`config.mk`:
```
export PLATFORM = sky130hd
export DESIGN_NAME = uart_tx_fifo
export DESIGN_NICKNAME = d
export VERILOG_FILES = /design/src/rtl/uart_pkg.sv /design/src/rtl/sync_fifo.sv /design/src/rtl/uart_tx_fifo.sv
export SDC_FILE = /design/constraint.sdc
export NUM_CORES = 1
export LEC_CHECK = 0
export BUFFER_PORTS_ARGS = -buffer_cell sky130_fd_sc_hd__buf_2
export CAP_MARGIN = 20
export CORE_MARGIN = 10
export CORE_UTILIZATION = 30
export DETAILED_ROUTE_END_ITERATION = 10
export HOLD_SLACK_MARGIN = 0.03
export PLACE_DENSITY = 0.4
export SETUP_SLACK_MARGIN = 0.4
export SLEW_MARGIN = 15
export SYNTH_ARGS = -nofsm -noshare
export SYNTH_HDL_FRONTEND = slang
export SYNTH_HIERARCHICAL = 1
export SYNTH_SLANG_ARGS = --single-unit
```
`constraint.sdc`:
```
create_clock -name clock -period 4 [get_ports clock]
set_input_delay 0 -clock clock [delete_from_list [all_inputs] [get_ports clock]]
set_output_delay 0 -clock clock [all_outputs]
set_load 0.005 [all_outputs]
```
`src/rtl/uart_pkg.sv`:
```
// Shared types and constants for the buffered UART transmitter.
package uart_pkg;
  localparam int DEF_CLKS_PER_BIT = 1250;
  localparam int DATA_W           = 8;
  localparam int FRAME_BITS       = 10;

  typedef enum logic [1:0] {
    ST_IDLE  = 2'd0,
    ST_START = 2'd1,
    ST_DATA  = 2'd2,
    ST_STOP  = 2'd3
  } state_t;
endpackage

```
`src/rtl/sync_fifo.sv`:
```
// Single-clock FIFO with registered occupancy count and asynchronous read of the head entry.
module sync_fifo #(
  parameter int WIDTH = 8,
  parameter int DEPTH = 16
) (
  input  logic                     clock,
  input  logic                     reset,
  input  logic                     push,
  input  logic                     pop,
  input  logic [WIDTH-1:0]         din,
  output logic [WIDTH-1:0]         dout,
  output logic [$clog2(DEPTH):0]   count,
  output logic                     full,
  output logic                     empty
);
  localparam int AW = $clog2(DEPTH);
  localparam logic [AW:0] FULL_CNT = (AW+1)'(DEPTH);

  logic [WIDTH-1:0] r_mem [DEPTH];
  logic [AW-1:0]    r_wr_ptr;
  logic [AW-1:0]    r_rd_ptr;
  logic [AW:0]      r_count;
  logic             w_push;
  logic             w_pop;

  assign full   = (r_count == FULL_CNT);
  assign empty  = (r_count == '0);
  assign count  = r_count;
  assign dout   = r_mem[r_rd_ptr];
  assign w_push = push & ~full;
  assign w_pop  = pop & ~empty;

  // Pointers wrap naturally because DEPTH is a power of two.
  always_ff @(posedge clock) begin
    if (reset) begin
      r_wr_ptr <= '0;
      r_rd_ptr <= '0;
      r_count  <= '0;
    end else begin
      if (w_push) r_wr_ptr <= r_wr_ptr + 1'b1;
      if (w_pop)  r_rd_ptr <= r_rd_ptr + 1'b1;
      case ({w_push, w_pop})
        2'b10:   r_count <= r_count + 1'b1;
        2'b01:   r_count <= r_count - 1'b1;
        default: r_count <= r_count;
      endcase
    end
  end

  always_ff @(posedge clock) begin
    if (!reset && w_push) r_mem[r_wr_ptr] <= din;
  end
endmodule

```
`src/rtl/uart_tx_fifo.sv`:
```
// 8N1 UART transmitter fed from a FIFO; frames are sent back to back while data is queued.
//   state    | meaning
//   ST_IDLE  | line high, waiting for a queued byte
//   ST_START | start bit (low) for one bit time
//   ST_DATA  | data bits, LSB first
//   ST_STOP  | stop bit (high); chains straight into the next frame if data waits
module uart_tx_fifo
  import uart_pkg::*;
#(
  parameter int CLKS_PER_BIT = DEF_CLKS_PER_BIT,
  parameter int DEPTH        = 16
) (
  input  logic                   clock,
  input  logic                   reset,
  input  logic [DATA_W-1:0]      tx_d,
  input  logic                   tx_r,
  output logic                   tx_ready,
  output logic                   tx,
  output logic                   busy,
  output logic [$clog2(DEPTH):0] count,
  output logic                   overflow
);
  localparam int BW = $clog2(CLKS_PER_BIT);
  localparam logic [BW-1:0] BAUD_LAST = BW'(CLKS_PER_BIT - 1);

  state_t                r_state;
  logic [BW-1:0]         r_baud;
  logic [2:0]            r_idx;
  logic [DATA_W-1:0]     r_shift;
  logic                  r_tx;
  logic                  r_overflow;

  logic                  w_full;
  logic                  w_empty;
  logic [DATA_W-1:0]     w_dout;
  logic [$clog2(DEPTH):0] w_count;
  logic                  w_push;
  logic                  w_pop;
  logic                  w_baud_done;

  // Acceptance depends only on the registered count, never on this cycle's pop.
  assign w_push      = tx_r & ~w_full & ~reset;
  assign w_baud_done = (r_baud == BAUD_LAST);
  assign w_pop       = ~w_empty &
                       ((r_state == ST_IDLE) | ((r_state == ST_STOP) & w_baud_done));

  sync_fifo #(
    .WIDTH (DATA_W),
    .DEPTH (DEPTH)
  ) u_fifo (
    .clock (clock),
    .reset (reset),
    .push  (w_push),
    .pop   (w_pop),
    .din   (tx_d),
    .dout  (w_dout),
    .count (w_count),
    .full  (w_full),
    .empty (w_empty)
  );

  always_ff @(posedge clock) begin
    if (reset) begin
      r_state <= ST_IDLE;
      r_baud  <= '0;
      r_idx   <= '0;
      r_shift <= '0;
      r_tx    <= 1'b1;
    end else begin
      case (r_state)
        ST_IDLE: begin
          r_tx <= 1'b1;
          if (w_pop) begin
            r_shift <= w_dout;
            r_baud  <= '0;
            r_state <= ST_START;
          end
        end
        ST_START: begin
          r_tx <= 1'b0;
          if (w_baud_done) begin
            r_baud  <= '0;
            r_idx   <= '0;
            r_state <= ST_DATA;
          end else begin
            r_baud <= r_baud + 1'b1;
          end
        end
        ST_DATA: begin
          r_tx <= r_shift[r_idx];
          if (w_baud_done) begin
            r_baud <= '0;
            if (r_idx == 3'd7) r_state <= ST_STOP;
            else               r_idx   <= r_idx + 1'b1;
          end else begin
            r_baud <= r_baud + 1'b1;
          end
        end
        ST_STOP: begin
          r_tx <= 1'b1;
          if (w_baud_done) begin
            r_baud <= '0;
            if (w_pop) begin
              r_shift <= w_dout;
              r_state <= ST_START;
            end else begin
              r_state <= ST_IDLE;
            end
          end else begin
            r_baud <= r_baud + 1'b1;
          end
        end
        default: begin
          r_tx    <= 1'b1;
          r_state <= ST_IDLE;
        end
      endcase
    end
  end

  always_ff @(posedge clock) begin
    if (reset)                r_overflow <= 1'b0;
    else if (tx_r && w_full)  r_overflow <= 1'b1;
  end

  assign tx       = r_tx;
  assign tx_ready = ~w_full;
  assign count    = w_count;
  assign busy     = (r_state != ST_IDLE) | (w_count != '0);
  assign overflow = r_overflow;
endmodule
```
==> impl_metrics.py <==
metrics = {
    "setup_path": {
        "critical_path.max_stage_delay_ns": 0.62,
        "crit_chain": "or4_4 -> nor2_2 -> nor3b_1 -> a21boi_1 -> inv_1 -> ha_2 -> inv_1 -> fa_1 -> nand2b_1 -> a21oi_1 -> mux2i_1 -> mux2_2",
        "cp.arrival_ns": 3.56,
        "cp_common_cell": "inv_1",
        "cp-start-kind": "flip-flop",
        "r2r_setup_slack_ns": 0.76,
        "reg2reg_from": "u_fifo/count[0]",
        "r2r_cells": 12,
        "crit_path_end_kind": "flip-flop",
        "cp-startpoint": "u_fifo/count[0]",
        "critPathSlowestCell": "or4_4",
        "required_ns": 4.32,
        "crit_fanout": 7,
        "critPathKind": "reg2reg",
    },
    "grt": {
        "grt_pass1_vias": 4194,
        "antenna_found_initial": 0,
        "grtUsageTotal_pct": 10.7,
        "grt_max_degree": 43,
        "overflow": 0,
        "grt_pass1_wl_microns": 25100,
    },
    "place": {
        "post-place-ws_ns": 0.536,
        "port_buffers": 19,
        "dpl.hpwl_microns": 10100,
        "placed_area_sq_um": 7620,
        "place.gp.congestion": 0.737,
    },
    "routing": {
        "final_antenna_net_count": 0,
        "via_per_inst": 4.78,
        "drc": 0,
        "drtIter0Drc": 290,
        "routed_wl_microns": 15600,
        "wl_per_cell_microns": 18.6,
        "num_vias": 4006,
        "drt_pass1_iterations": 4,
    },
    "pwr": {
        "p_per_area_nw_per_um2": 568,
        "vdd_drop_max_mv": 0.263,
        "static-leakage-power_uw": 0.00286,
    },
    "sta": {
        "finalMaxSlewViolations": 0,
        "layout_min_cycle_time_ns": 3.24,
        "tightest_slew_ns": 0.838,
        "tns_ns": 0,
        "finalSetupViolCount": 0,
        "skew_ns": 0.0122,
        "hold_viol": 0,
        "fin_hold_ws_ns": 0.366,
        "rsz0062_at_grt": "no",
        "post-route-period-util_pct": 80.9,
        "worst_slack_ns": 0.762,
        "relSlewSlack_pct": 44.0,
        "fmax_ghz": 0.309,
    },
    "clock_tree": {
        "cts_buffers": 17,
        "postCtsSetupRepairBufs": 0,
        "clkLatencyLatePin_ns": 0.43,
        "cts_tree": "done",
        "root_buffer": "clkbuf_16",
        "h-tree-depth": 4,
        "clockBufferDepth": 2,
        "path_clk_slew_ns": 0.07,
        "clock-sinks": 171,
    },
    "logic_synthesis": {
        "synth_common_cells": "128 x edfxtp_1, 49 x nor2_1, 43 x dfxtp_1",
        "yosys.area.top_type": "edfxtp_1",
        "synth_seq_cells": 171,
        "syn_area_sq_um": 7190,
        "synth_ff_type": "edfxtp_1",
        "yosysSeqAreaShare_pct": 65.4,
        "synth_nets": 502,
        "yosys.area.top_type_share_pct": 53.4,
        "synth_area_leaders": "edfxtp_1 53%, dfxtp_1 12%, mux4_2 10%",
        "post_synth.cell_area_avg_sq_um": 15.2,
        "synth_warnings": 6,
        "ys_async_sr_fraction_pct": 0,
        "synth_cell_types": 55,
        "syn_inst": 472,
        "synth-edff-count": 128,
        "yosysMostFrequentCell": "edfxtp_1",
    },
    "final_layout": {
        "antenna_cells": 0,
        "nets": 536,
        "n_fill_cell": 2287,
        "layout-drive-gt1-share_pct": 20.0,
        "syn_to_final_growth_pct": 15.9,
        "final_area_sq_um": 8340,
    },
    "floorplan": {
        "start_util_pct": 30.6,
        "fp.dieArea_sq_um": 30600,
        "num_rows": 56,
        "die_h_microns": 175,
        "core_sq_um": 23500,
        "die_w_microns": 175,
        "io_pins": 20,
    },
    "hold_path": {
        "hold_path_class": "in2reg",
        "holdCritStartpoint": "tx_r",
        "min_path_cells": 4,
    },
    "run": {
        "drv_cap": 0,
    },
    "outcome": {
        "outcome": "finished clean",
    },
}
critical path, delay by kind of cell, from the launching register on:
family	cells	cell delay, ns
AO/OA/AOI/OAI	2	0.32
AND/OR/NAND/NOR	4	1.03
buffers and inverters	2	0.22
flip-flops	1	0.38
multiplexers	2	0.55
adder cells (fa/ha/maj)	2	0.63
path summary, 6_finish.rpt:
| path | end |
|---|---|
| hold / removal | overflow |
| hold reg to reg | overflow |
| setup / recovery | u_fifo/count[4] |
| setup reg to reg | u_fifo/count[4] |
what timing repair did:
| action | 4_1_cts | 5_1_grt |
|---|---|---|
| hold buffers | 10 | 0 |
| resized for setup | 0 | 4 |
| endpoints found under the hold margin | 130 | 0 |
| endpoints found under the setup margin | 0 | 2 |
layout by cell type (no fill, tap or decap), types with 3 or more instances in the layout:
master	n
buf_4	5
nor2b_1	4
a22oi_1	16
ha_1	17
a21oi_1	11
nand3_1	9
buf_2	19
dfxtp_1	42
inv_8	5
mux4_2	33
dlygate4sd3_1	10
nand4_1	3
xnor2_1	3
a22o_1	3
mux2i_1	17
inv_1	17
edfxtp_1	128
o211ai_1	3
nand2_1	23
xor2_1	8
a31oi_1	3
clkinv_8	3
and2_1	3
clkbuf_16	17
o21ai_0	6
nor2_1	48
nor4_1	3
and3_1	19
through the flow:
stage | std cells | util, % | total power [uW]
2_1_floorplan | 472 | - | 2850
3_3_place_gp | 796 | 32.4 | 3110
5_1_grt | 838 | 35.4 | 5010
4_1_cts | 838 | 35.4 | 4790
6_report | 838 | 35.4 | 4740
3_5_place_dp | 796 | 32.4 | 3110
where the power goes:
group          internal, uW  switching [uW]  total (uW)
combinational           457             519         976
clock                   893             764        1660
sequential             1990             117        2100
total                  3340            1400        4740
state kept, by name (all words and copies together), names as in the netlist, named ones only:
name / cells
r_idx: 3
u_fifo/r_rd_ptr: 4
u_fifo/r_wr_ptr: 4
u_fifo/count: 5
r_shift: 8
overflow: 1
r_baud: 11
r_state: 2
u_fifo/r_mem: 128
tx: 1
cell type report:
type                            instances  area [sq um]  area share (%)
Clock buffer                           17           425            5.10
Clock inverter                         15           174            2.09
Inverter                               17          63.8           0.765
Multi-Input combinational cell        265          2340            28.0
Sequential cell                       171          4710            56.4
Tap cell                              319           399            4.79
Timing Repair Buffer                   34           233            2.79
layer usage:
metal / vias up / routed length [microns] / global-route usage [%]
met5: - / 0 / 0
met3: 17 / 549 / 2.80
met4: 0 / 173 / 3.60
met2: 55 / 7560 / 17.1
li1: 1877 / - / -
met1: 2057 / 7320 / 13.8
kinds of logic after synthesis:
group | count (synthesis) | share of synthesized area (%)
XOR/XNOR | 11 | 1.34
adder cells (fa/ha/maj) | 19 | 3.41
flip-flops | 171 | 65.4
buffers and inverters | 36 | 2.31
AND/OR/NAND/NOR | 130 | 9.22
multiplexers | 51 | 12.9
AO/OA/AOI/OAI | 54 | 5.48
(Power assumes the default switching activity.)
